File: src/rtl/uart_rx_game_start.sv
// rtl/uart_rx_game_start.sv - 8N1 UART receiver that strobes game start on a command byte
module uart_rx_game_start #(
  parameter int          CLKS_PER_BIT = 217,
  parameter logic [7:0]  START_CHAR   = 8'h53
) (
  input  logic       i_Clk,
  input  logic       i_Reset,
  input  logic       i_RX_Serial,
  output logic       o_RX_DV,
  output logic [7:0] o_RX_Byte,
  output logic       o_Game_Start,
  output logic       o_Frame_Error
);

  localparam int            CW   = $clog2(CLKS_PER_BIT);
  localparam logic [CW-1:0] HALF = CW'((CLKS_PER_BIT - 1) / 2);
  localparam logic [CW-1:0] LAST = CW'(CLKS_PER_BIT - 1);

  typedef enum logic [2:0] {
    S_IDLE, S_START, S_DATA, S_STOP, S_CLEANUP, S_BREAK
  } state_t;

  state_t        state_q, state_d;
  logic          sync_q, rx_q;
  logic [CW-1:0] cnt_q, cnt_d;
  logic [2:0]    idx_q, idx_d;
  logic [7:0]    shift_q, shift_d;
  logic [7:0]    byte_q, byte_d;
  logic          dv_q, dv_d, gs_q, gs_d, fe_q, fe_d;

  logic cnt_half, cnt_last;
  assign cnt_half = (cnt_q == HALF);
  assign cnt_last = (cnt_q == LAST);

  // Line idles high, so the synchronizer resets to 1 to avoid a false start bit.
  always_ff @(posedge i_Clk) begin
    if (i_Reset) begin
      sync_q <= 1'b1;
      rx_q   <= 1'b1;
    end else begin
      sync_q <= i_RX_Serial;
      rx_q   <= sync_q;
    end
  end

  always_ff @(posedge i_Clk) begin
    if (i_Reset) state_q <= S_IDLE;
    else         state_q <= state_d;
  end

  always_comb begin
    state_d = state_q;
    unique case (state_q)
      S_IDLE:    if (!rx_q) state_d = S_START;
      S_START:   if (cnt_half) state_d = rx_q ? S_IDLE : S_DATA;
      S_DATA:    if (cnt_last && idx_q == 3'd7) state_d = S_STOP;
      S_STOP:    if (cnt_last) state_d = rx_q ? S_CLEANUP : S_BREAK;
      S_CLEANUP: state_d = S_IDLE;
      S_BREAK:   if (rx_q) state_d = S_IDLE;
      default:   state_d = S_IDLE;
    endcase
  end

  always_comb begin
    cnt_d   = cnt_q;
    idx_d   = idx_q;
    shift_d = shift_q;
    byte_d  = byte_q;
    dv_d    = 1'b0;
    gs_d    = 1'b0;
    fe_d    = 1'b0;
    unique case (state_q)
      S_START: begin
        if (cnt_half) begin
          cnt_d = '0;
          idx_d = 3'd0;
        end else begin
          cnt_d = cnt_q + 1'b1;
        end
      end
      S_DATA: begin
        if (cnt_last) begin
          cnt_d          = '0;
          shift_d[idx_q] = rx_q;
          if (idx_q != 3'd7) idx_d = idx_q + 3'd1;
        end else begin
          cnt_d = cnt_q + 1'b1;
        end
      end
      S_STOP: begin
        if (cnt_last) begin
          cnt_d = '0;
          if (rx_q) begin
            byte_d = shift_q;
            dv_d   = 1'b1;
            gs_d   = (shift_q == START_CHAR);
          end else begin
            fe_d = 1'b1;
          end
        end else begin
          cnt_d = cnt_q + 1'b1;
        end
      end
      default: cnt_d = '0;
    endcase
  end

  always_ff @(posedge i_Clk) begin
    if (i_Reset) begin
      cnt_q   <= '0;
      idx_q   <= 3'd0;
      shift_q <= 8'h00;
      byte_q  <= 8'h00;
      dv_q    <= 1'b0;
      gs_q    <= 1'b0;
      fe_q    <= 1'b0;
    end else begin
      cnt_q   <= cnt_d;
      idx_q   <= idx_d;
      shift_q <= shift_d;
      byte_q  <= byte_d;
      dv_q    <= dv_d;
      gs_q    <= gs_d;
      fe_q    <= fe_d;
    end
  end

  assign o_RX_DV       = dv_q;
  assign o_RX_Byte     = byte_q;
  assign o_Game_Start  = gs_q;
  assign o_Frame_Error = fe_q;

endmodule

File: config.mk
export PLATFORM = sky130hd
export DESIGN_NAME = uart_rx_game_start
export DESIGN_NICKNAME = d
export VERILOG_FILES = /design/src/rtl/uart_rx_game_start.sv
export SDC_FILE = /design/constraint.sdc
export NUM_CORES = 1
export LEC_CHECK = 0
export ABC_AREA = 1
export BUFFER_PORTS_ARGS = -buffer_cell sky130_fd_sc_hd__buf_4
export CORE_UTILIZATION = 50
export CTS_CLUSTER_DIAMETER = 40
export DETAILED_ROUTE_END_ITERATION = 16
export MAX_ROUTING_LAYER = met4
export PLACE_DENSITY = 0.69
export SLEW_MARGIN = 0
export SYNTH_ARGS = -nofsm -noshare
export SYNTH_HDL_FRONTEND = slang
export SYNTH_SLANG_ARGS = --single-unit
File: constraint.sdc
create_clock -name i_Clk -period 1.8 [get_ports i_Clk]
set_input_delay 0.18 -clock i_Clk [delete_from_list [all_inputs] [get_ports i_Clk]]
set_output_delay 0.18 -clock i_Clk [all_outputs]
set_load 0.02 [all_outputs]
### Word-level counts from Yosys, hierarchy flattened

Index checks and enable logic that the tools add are counted.

* $add $sub $neg: 2
* $lt $le $gt $ge: 2
* equal/unequal tests: 16
* muxes and demuxes: 20
* bitwise gates (word level): 3
* reduce and logical (&&, ||, !) cells: 11

Operator list (number)
* 3-bit two-way mux: 8
* 8-bit by 7-bit == test with 1-bit output, second input constant: 2
* 8-bit two-way mux: 2
* 8-bit one-hot mux with 2 select lines: 1
* 3-bit one-hot mux with 5 select lines: 1
* 2-bit != test, second input constant: 7
* 8-bit by 1-bit adder with 8-bit output, second input constant: 1
* 8-bit bitwise mux: 1
* 8-bit == test, second input constant: 1
* 3-bit by 2-bit == test with 1-bit output, second input constant: 2
* 3-bit == test, second input constant: 2
* 3-bit one-hot mux with 2 select lines: 1
* 5-bit AND reduction: 1
* 3-bit by 4-bit less-than comparator with 1-bit output, second input constant: 1
* 1-bit two-way mux: 4
* 4-bit AND reduction: 1
* 4-bit OR reduction: 1
* 3-bit by 1-bit adder with 3-bit output, second input constant: 1
* 1-bit demux with 3-bit select: 1
* 3-bit by 1-bit == test with 1-bit output, second input constant: 1
* 3-bit by 1-bit >= comparator with 1-bit output, second input constant: 1
* 3-bit logical NOT: 1
* 3-bit != test, second input constant: 1
* 1-bit NOT: 3
* other kinds (7): 8

* flip-flop bits (word level): 35
* input bits: 3
* output and inout bits: 11
* logic and storage cells: 64

### Logic depth before layout (Yosys ltp)

Gate-level depths: netlist (run 1).

* word-level depth: 5
* mapped depth: 11
* depth with buffers taken out: 10

### Least setup slack after synthesis (run 1)

OpenSTA, ideal clock, no wires.

* path kind: reg2reg
* from: register cnt_q[0]
* to: register shift_q[5]
* library setup time: 0.132 ns
* arrival time: 1.198 ns
* data required time: 1.668 ns
* path slack: 0.469 ns
* stages on the path, launching flop included: 11
* path buffers: 1
* clock period less this slack: 1.331 ns
* cells stage by stage: dfxtp_1 -> inv_1 -> ha_1 -> nand2_1 -> nor2_2 -> nand2_2 -> nor2_4 -> buf_6 -> nand3_1 -> nand2_1 -> a21oi_1

* longest elaborated chain between the ends: 2

Ends and longest elaborated chain
* start: declaration: line 25 `logic [CW-1:0] cnt_q, cnt_d;`
* start signal: assignment: line 118 `cnt_q <= cnt_d;`
* 8-bit == test: line 33 `assign cnt_last = (cnt_q == LAST);`
* 2-bit AND reduction (no line)
* end signal: assignment: line 120 `shift_q <= shift_d;`
* end: declaration: line 27 `logic [7:0] shift_q, shift_d;`

No other way between the ends.
A chain may end at the register's enable or synchronous reset.

### Final worst setup path (run 1)

* from: register cnt_q[0]
* to: register shift_q[3]

The elaborated chain is that of the path after synthesis.

==> impl_metrics.csv, run 1 <==
group,metric,value,unit
clock_network,hold_buffers,0,
sta,report.final.slew_viol_count,0,
global_route,grt_remaining_overflow,0,
finish,area_growth,12.2,%
drt,wire_per_inst,10.0,um
global_route,grt_use_met2,28.9,%
setup_path,required,2080,ps
sta,skew,4.60,ps
power_and_ir_drop,power.leakage,0.833,nW
global_route,gr-max-usage-layer,"met2",
drt,postRouteWirelength,2990,um
power_and_ir_drop,ir_drop,0.000697,V
sta,setup_viol,0,
setup_path,path_max_fanout,15,
floorplanning,start_util,53.6,%
floorplanning,fp.dieW,59.9,um
placement,place.gp.congestion,0.862,
drt,drtIter0Drc,56,
finish,fin_area,1880,sq um
run,max_cap_violations,0,
drt,ant_nets,0,
drt,drc,0,
placement,placed_area,1810,sq um
setup_path,cp_common_cell,"nand2_1",
global_route,grt_pass1_wl,5270,um
placement,place_hpwl,2130,um
global_route,use_met3,3.90,%
setup_path,slowest_stage,"dfxtp_1",
yosys,async_reset_ff_share,0,%
yosys,synth-edff-count,0,
global_route,met1_usage,27.6,%
finish,multi_input_area,818,sq um
setup_path,rrSetupSlack,250,ps
clock_network,cts_tree,"built",
global_route,grt_pass1_vias,1210,
sta,setup_tns,0,ps
sta,rsz0062_at_grt,"no",
clock_network,cts_max_path_buffers,2,
sta,slew_headroom,73.0,%
clock_network,cts_setup_buffers,0,
yosys,synth-main-ff-cell,"dfxtp_1",
yosys,synth_top_area_cell,"dfxtp_1",
finish,n_fill_cell,291,
placement,place_ws,246,ps
floorplanning,fp-row-count,20,
yosys,synth-seq-cells,35,
placement,numPortBuffers,13,
sta,worst_slack,247,ps
yosys,synth_top_area_share,41.8,%
drt,vias_per_cell,4.73,
clock_network,cts.sinks,35,
sta,period_share,86.3,%
global_route,antenna_found_initial,0,
sta,worst_pin_slew,405,ps
setup_path,crit_chain,"inv_1, ha_1, nand2_1, nor2_2, nand2_2, nor2_4, nand3_1, nand2_1, nand2_1, nor2_1",
setup_path,critPathLaunchType,"register",
yosys,synth_area_per_cell,7.10,sq um
yosys,yosysWarnings,0,
floorplanning,dieHeight,59.9,um
yosys,synth_nets,243,
yosys,synth_cell_types,28,
sta,fmax,0.644,GHz
global_route,grt.total_usage,20.5,%
yosys,synth.most_common_cell,"nand2_1",
yosys,netlist_area,1680,sq um
floorplanning,pin_count,14,
status,outcome,"completed",
yosys,syn_inst,236,
sta,hold_viol,0,
setup_path,cp_slowest_stage_delay,340,ps
global_route,grt_max_degree,17,
drt,dr.pass1.iters,4,
setup_path,r2r_cells,10,
hold_path,hold_class,"in -> reg",
clock_network,cts_root_buffer,"clkbuf_4",
clock_network,numCtsBuffers,5,
finish,final_nets,260,
sta,min_period,1550,ps
finish,register_area,701,sq um
yosys,synth_seq_area_share,41.8,%
clock_network,clk_pin_slew,100,ps
clock_network,clkLatencyLatePin,340,ps
clock_network,cts_resized,0,
floorplanning,die_area,3590,sq um
setup_path,critical_path_class,"reg -> reg",
finish,n_antenna_cell,0,
drt,vias,1410,
floorplanning,coreArea,3130,sq um
setup_path,crit_arrival,1830,ps
finish,drive_gt1_share,16.1,%
yosys,ys_top_cells_by_area,"dfxtp_1, nand2_1, nor2_1, inv_1, nand3_1",
clock_network,cts_htree_levels,2,
setup_path,end_kind,"register",
power_and_ir_drop,p_per_area,938,nW/um^2
yosys,synth_common_cells,"nand2_1, nor2_1, dfxtp_1",
hold_path,holdPathStages,2,
==> cell type report <==
type                    instances  area share, %
well taps                      44           2.93
inverters                      31           6.19
repair buffers                 16           6.39
multi-input cells             164           43.5
clock buffers                   8           3.66
flip-flops and latches         35           37.3
==> critical path: cells and delay by family, from the launching register on <==
kind / cells / cell delay [ps]
and+or+nand+nor: 8 / 930
DFF: 1 / 340
adders and majority gates: 1 / 160
buffers and inverters: 1 / 70
==> cells in the final DEF, fill, tap and decap left out <==
cell      count
nor3_4        1
nand3_1      13
nor2_4        1
o211ai_4      1
clkbuf_8      2
clkbuf_1      1
nand2_4       1
nand2_1      54
o21ai_0       3
nand4_1      10
o21bai_1      1
a211oi_1      1
clkbuf_4      5
xor2_1        1
xnor2_1       2
or2_2         2
nand3_4       1
a21oi_1       9
dfxtp_1      35
ha_1          4
inv_2         5
nor2_2        2
buf_4        16
nor4_1        1
nor3_1        3
inv_1        26
nand2_2       3
nor2_1       49
nand3_2       1
==> power breakdown <==
part | total [W] | leakage [nW] | switching [W] | internal [W]
Clock | 0.000481 | 0.0386 | 0.000251 | 0.000230
Combinational | 0.000452 | 0.512 | 0.000317 | 0.000135
Sequential | 0.000831 | 0.283 | 0.0000267 | 0.000804
Total | 0.00176 | 0.833 | 0.000595 | 0.00117
==> registers in the layout (all words and copies together), names as in the netlist <==
register       flops
o_RX_Byte          8
sync_q             1
shift_q            8
o_Frame_Error      1
o_RX_DV            1
state_q            3
o_Game_Start       1
cnt_q              8
rx_q               1
idx_q              3
==> layer usage <==
metal,vias to the layer above,part of all wire (%)
met5,-,0
met4,0,2.3
met3,7,2.7
met2,21,41
met1,606,54
li1,776,-
==> final timing paths <==
| check | from | to |
|---|---|---|
| max | cnt_q[0] | shift_q[3] |
| min | i_RX_Serial | sync_q |
| min reg2reg | sync_q | rx_q |
| max reg2reg | cnt_q[0] | shift_q[3] |
==> per-stage QoR <==
stage	utilization, %	cells	total power [W]	hold slack, ps
6_report	60.1	298	0.00176	19.1
5_1_grt	60.1	298	0.00188	16.3
4_1_cts	60.1	298	0.00178	9.48
3_5_place_dp	57.9	290	0.00130	369
3_3_place_gp	57.9	290	0.00130	370
2_1_floorplan	-	236	0.00122	284
==> logic make-up after synthesis <==
group	Yosys count	share of synthesized area, %
buffers and inverters	37	9.34
AOI/OAI and AO/OA	15	5.75
and+or+nand+nor	142	38.5
xor gates and xnor gates	3	1.57
DFF	35	41.8
adders and majority gates	4	2.99
Power figures use the tool's default switching activity.
==> run 2: changes to the inputs <==
REMOVE_ABC_BUFFERS = 1   (was not set)
==> impl_metrics.csv, run 2 (synthesized netlist as in run 1, its figures left out) <==
group,metric,value,unit
status,outcome,"completed",
sta,setup_tns,0,ps
drt,drtIter0Drc,71,
sta,hold_viol,0,
setup_path,r2r_cells,10,
finish,n_fill_cell,313,
setup_path,critical_path_class,"reg -> reg",
power_and_ir_drop,total_power,0.00165,W
setup_path,r2r-end,"shift_q[1]",
sta,worst_slack,260,ps
clock_network,clkLatencyLatePin,320,ps
finish,n_antenna_cell,0,
power_and_ir_drop,p_int,0.00108,W
power_and_ir_drop,power.leakage,0.819,nW
power_and_ir_drop,p_sw_share,34.6,%
drt,dr.pass1.iters,4,
sta,skew,6.83,ps
drt,ant_nets,0,
floorplanning,fp-row-count,20,
finish,layout_commonest_cell,"nand2_1",
power_and_ir_drop,ir_drop,0.000809,V
setup_path,cp_common_cell,"nand2_1",
setup_path,crit_path_end,"shift_q[1]",
sta,setup_viol,0,
setup_path,crit_chain,"inv_1, ha_1, nand2_1, nor2_2, nand2_2, nor2_4, nand3_1, nand2_1, nand2_1, nor2_1",
power_and_ir_drop,comb_power_share,27.1,%
finish,final_nets,260,
placement,place_ws,277,ps
setup_path,critPathLaunchType,"register",
finish,fin_util,59.2,%
setup_path,slowest_stage,"dfxtp_1",
setup_path,crit_arrival,1810,ps
finish,drive_gt1_share,15.5,%
setup_path,rrSetupSlack,260,ps
drt,wire_per_inst,9.88,um
clock_network,numCtsBuffers,5,
finish,fin_cells,296,
global_route,grt_remaining_overflow,0,
finish,final_cell_mix,"nand2_1, nor2_1, dfxtp_1",
floorplanning,start_util,53.6,%
floorplanning,fp.dieW,59.9,um
clock_network,clk_pin_slew,90,ps
clock_network,hold_buffers,0,
sta,worst_pin_slew,351,ps
global_route,grt_pass1_wl,5080,um
global_route,grt_pass1_vias,1154,
clock_network,cts_tree,"built",
power_and_ir_drop,p_clk_share,22.5,%
sta,rsz0062_at_grt,"no",
placement,place_hpwl,2080,um
clock_network,cts_root_buffer,"clkbuf_4",
clock_network,cts_htree_levels,2,
floorplanning,pin_count,14,
clock_network,cts.sinks,35,
sta,period_share,85.5,%
setup_path,required,2070,ps
power_and_ir_drop,p_sw,0.000570,W
run,max_cap_violations,0,
sta,report.final.slew_viol_count,0,
sta,slew_headroom,76.6,%
setup_path,crit_start,"cnt_q[0]",
setup_path,path_max_fanout,15,
global_route,grt.total_usage,19.6,%
setup_path,r2r-start,"cnt_q[0]",
finish,multi_input_area,818,sq um
setup_path,end_kind,"register",
global_route,antenna_found_initial,0,
floorplanning,die_area,3590,sq um
placement,post-place-cells,290,
floorplanning,coreArea,3130,sq um
clock_network,cts_resized,0,
drt,vias,1396,
drt,vias_per_cell,4.72,
sta,min_period,1540,ps
finish,area_growth,10.5,%
placement,numPortBuffers,13,
global_route,grt_max_degree,17,
clock_network,cts_setup_buffers,0,
finish,register_area,701,sq um
sta,fmax,0.649,GHz
floorplanning,dieHeight,59.9,um
placement,place.gp.congestion,0.822,
power_and_ir_drop,seqPwrFrac,50.5,%
power_and_ir_drop,p_per_area,890,nW/um^2
drt,drc,0,
hold_path,hold_class,"in -> reg",
drt,postRouteWirelength,2920,um
clock_network,cts_max_path_buffers,2,
setup_path,cp_slowest_stage_delay,340,ps
[run 2: cell count changes in the layout (fill, tap and decap cells not counted)]
cell / previous run / this run
clkbuf_8: 2 / 0
[run 2: cell type report]
class	count	share of cell area, %
repair buffers	16	6.49
clock buffers	6	2.23
well taps	44	2.97
multi-input cells	164	44.2
flip-flops and latches	35	37.8
inverters	31	6.28
[run 2: worst max-delay path: cells and delay by family (launching register included)]
kind,cells,cell delay [ps]
adder cells (fa/ha/maj),1,160
buffers and inverters,1,80
flip-flops,1,340
AND/OR/NAND/NOR,8,930
[run 2: how the worst min path moves through the flow]
stage                      from        to  slack, ps  depth (start not counted)
detailed placement  i_RX_Serial    sync_q        370                          2
floorplan               i_Reset  idx_q[0]        250                          1
CTS                 i_RX_Serial    sync_q         20                          2
global route        i_RX_Serial    sync_q         10                          2
global placement    i_RX_Serial    sync_q        370                          2
finish              i_RX_Serial    sync_q         30                          2
[run 2: per-stage QoR]
| step | area [sq um] | hold slack [ps] |
|---|---|---|
| 2_1_floorplan | 1640 | 249 |
| 3_5_place_dp | 1810 | 368 |
| 6_report | 1850 | 32.8 |
| 5_1_grt | 1850 | 11.8 |
| 4_1_cts | 1850 | 17.5 |
| 3_3_place_gp | 1810 | 367 |
[run 2: power by group through the flow]
stage	Combinational (W)	Clock, W	Sequential (W)
floorplan	0.000369	0	0.000846
global placement	0.000445	0	0.000848
detailed placement	0.000443	0	0.000850
CTS	0.000446	0.000386	0.000831
global route	0.000513	0.000422	0.000835
finish	0.000446	0.000370	0.000832
[run 2: routing by layer]
layer	GRT usage, %	part of all wire (%)
met5	-	0
met4	9.30	1.9
met3	5.84	3.4
met2	25.9	40
met1	26.9	55
==> run 3: changes to the inputs <==
CORE_MARGIN = 4   (was not set)
SLEW_MARGIN = not set   (was 0)
==> impl_metrics.csv, run 3 (synthesized netlist as in run 1, its figures left out) <==
group,metric,value,unit
status,outcome,"completed",
finish,final_cell_mix,"nand2_1, nor2_1, dfxtp_1",
power_and_ir_drop,ir_drop,0.000624,V
sta,slew_headroom,69.7,%
sta,setup_tns,0,ps
clock_network,clkLatencyLatePin,330,ps
drt,drc,0,
setup_path,slowest_stage,"dfxtp_1",
sta,worst_pin_slew,454,ps
clock_network,clk_pin_slew,100,ps
drt,highest_layer,"met4",
global_route,antenna_found_initial,0,
clock_network,cts_setup_buffers,0,
finish,area_growth,11.1,%
floorplanning,fp-row-count,20,
clock_network,cts_root_buffer,"clkbuf_4",
finish,fin_area,1860,sq um
global_route,grt_remaining_overflow,0,
setup_path,cp_slowest_stage_delay,330,ps
sta,skew,10.9,ps
setup_path,required,2070,ps
sta,fmax,0.678,GHz
global_route,grt_max_degree,17,
clock_network,cts_tree,"built",
placement,place.gp.congestion,0.851,
finish,final_nets,260,
global_route,grt.total_usage,16.6,%
placement,place_hpwl,2160,um
drt,ant_nets,0,
setup_path,cp_common_cell,"nand2_1",
placement,numPortBuffers,13,
drt,drtIter0Drc,90,
hold_path,hold_class,"in -> reg",
global_route,grt_pass1_wl,5490,um
setup_path,critPathLaunchType,"register",
floorplanning,fp.dieW,65.9,um
clock_network,cts_max_path_buffers,2,
clock_network,cts_resized,0,
run,max_cap_violations,0,
drt,wl_met3,153,um
drt,postRouteWirelength,2940,um
sta,min_period,1480,ps
sta,hold_viol,0,
setup_path,crit_chain,"inv_1, ha_1, nand2_1, nor2_2, nand2_2, nor2_4, nand3_1, nand2_1, nand2_1, nor2_1",
clock_network,cts.sinks,35,
drt,vias,1384,
sta,report.final.slew_viol_count,0,
sta,setup_viol,0,
power_and_ir_drop,p_per_area,901,nW/um^2
power_and_ir_drop,power.leakage,0.824,nW
sta,period_share,82.0,%
setup_path,critical_path_class,"reg -> reg",
drt,wl_met2,1210,um
finish,n_antenna_cell,0,
setup_path,crit_arrival,1750,ps
finish,drive_gt1_share,15.7,%
drt,dr.pass1.iters,4,
floorplanning,start_util,53.6,%
clock_network,cts_htree_levels,2,
global_route,grt_pass1_vias,1257,
placement,placed_area,1810,sq um
clock_network,hold_buffers,0,
floorplanning,dieHeight,65.9,um
setup_path,path_max_fanout,15,
drt,wl_met1,1540,um
floorplanning,coreArea,3130,sq um
sta,rsz0062_at_grt,"no",
clock_network,numCtsBuffers,5,
floorplanning,pin_count,14,
floorplanning,die_area,4340,sq um
finish,layout_commonest_cell,"nand2_1",
drt,wire_per_inst,9.88,um
setup_path,end_kind,"register",
drt,vias_per_cell,4.64,
## run 3: changes by cell type in the layout (fill, tap and decap cells not counted)
cell,change
clkbuf_1,+1
clkinv_2,+1
## run 3: cell type report
cell class,count,area (sq um)
Clock buffer,7,45.0
Fill cell,319,1270
Sequential cell,35,701
Multi-Input combinational cell,164,818
Clock inverter,1,5.00
Tap cell,44,55.1
Timing Repair Buffer,16,120
Inverter,31,116
## run 3: path summary, 6_finish.rpt
| path | slack (ps) | cells after the start | endpoint | startpoint |
|---|---|---|---|---|
| max | 320 | 10 | shift_q[3] | cnt_q[0] |
| min | 30 | 2 | sync_q | i_RX_Serial |
| max reg2reg | 320 | 10 | shift_q[3] | cnt_q[0] |
| min reg2reg | 420 | 1 | rx_q | sync_q |
## run 3: worst max-delay path: cells and delay by family, from the launching register on
| kind | cells | cell delay, ps |
|---|---|---|
| buffers and inverters | 1 | 80 |
| flip-flops | 1 | 330 |
| AND/OR/NAND/NOR | 8 | 840 |
| adder cells (fa/ha/maj) | 1 | 160 |
## run 3: report_power, final
group	leakage, nW	internal, W	total (W)	switching (W)
sequential	0.283	0.000804	0.000832	0.0000284
combinational	0.512	0.000135	0.000449	0.000314
clock	0.0293	0.000152	0.000396	0.000243
total	0.824	0.00109	0.00168	0.000586
## run 3: layer usage
layer  vias up  track usage (%)
met5         -                -
met4         0             6.99
met3         4             4.25
met2        23             23.7
met1       578             22.1
li1        779                -
## run 3: per-stage QoR
step	instances	setup WS, ps	hold slack [ps]	total power [W]	utilization [%]
2_1_floorplan	230	452	249	0.00122	-
3_3_place_gp	290	350	369	0.00129	57.9
3_5_place_dp	290	321	368	0.00130	57.9
4_1_cts	298	297	11.2	0.00170	59.5
5_1_grt	298	163	17.3	0.00180	59.5
6_report	298	325	28.9	0.00168	59.5
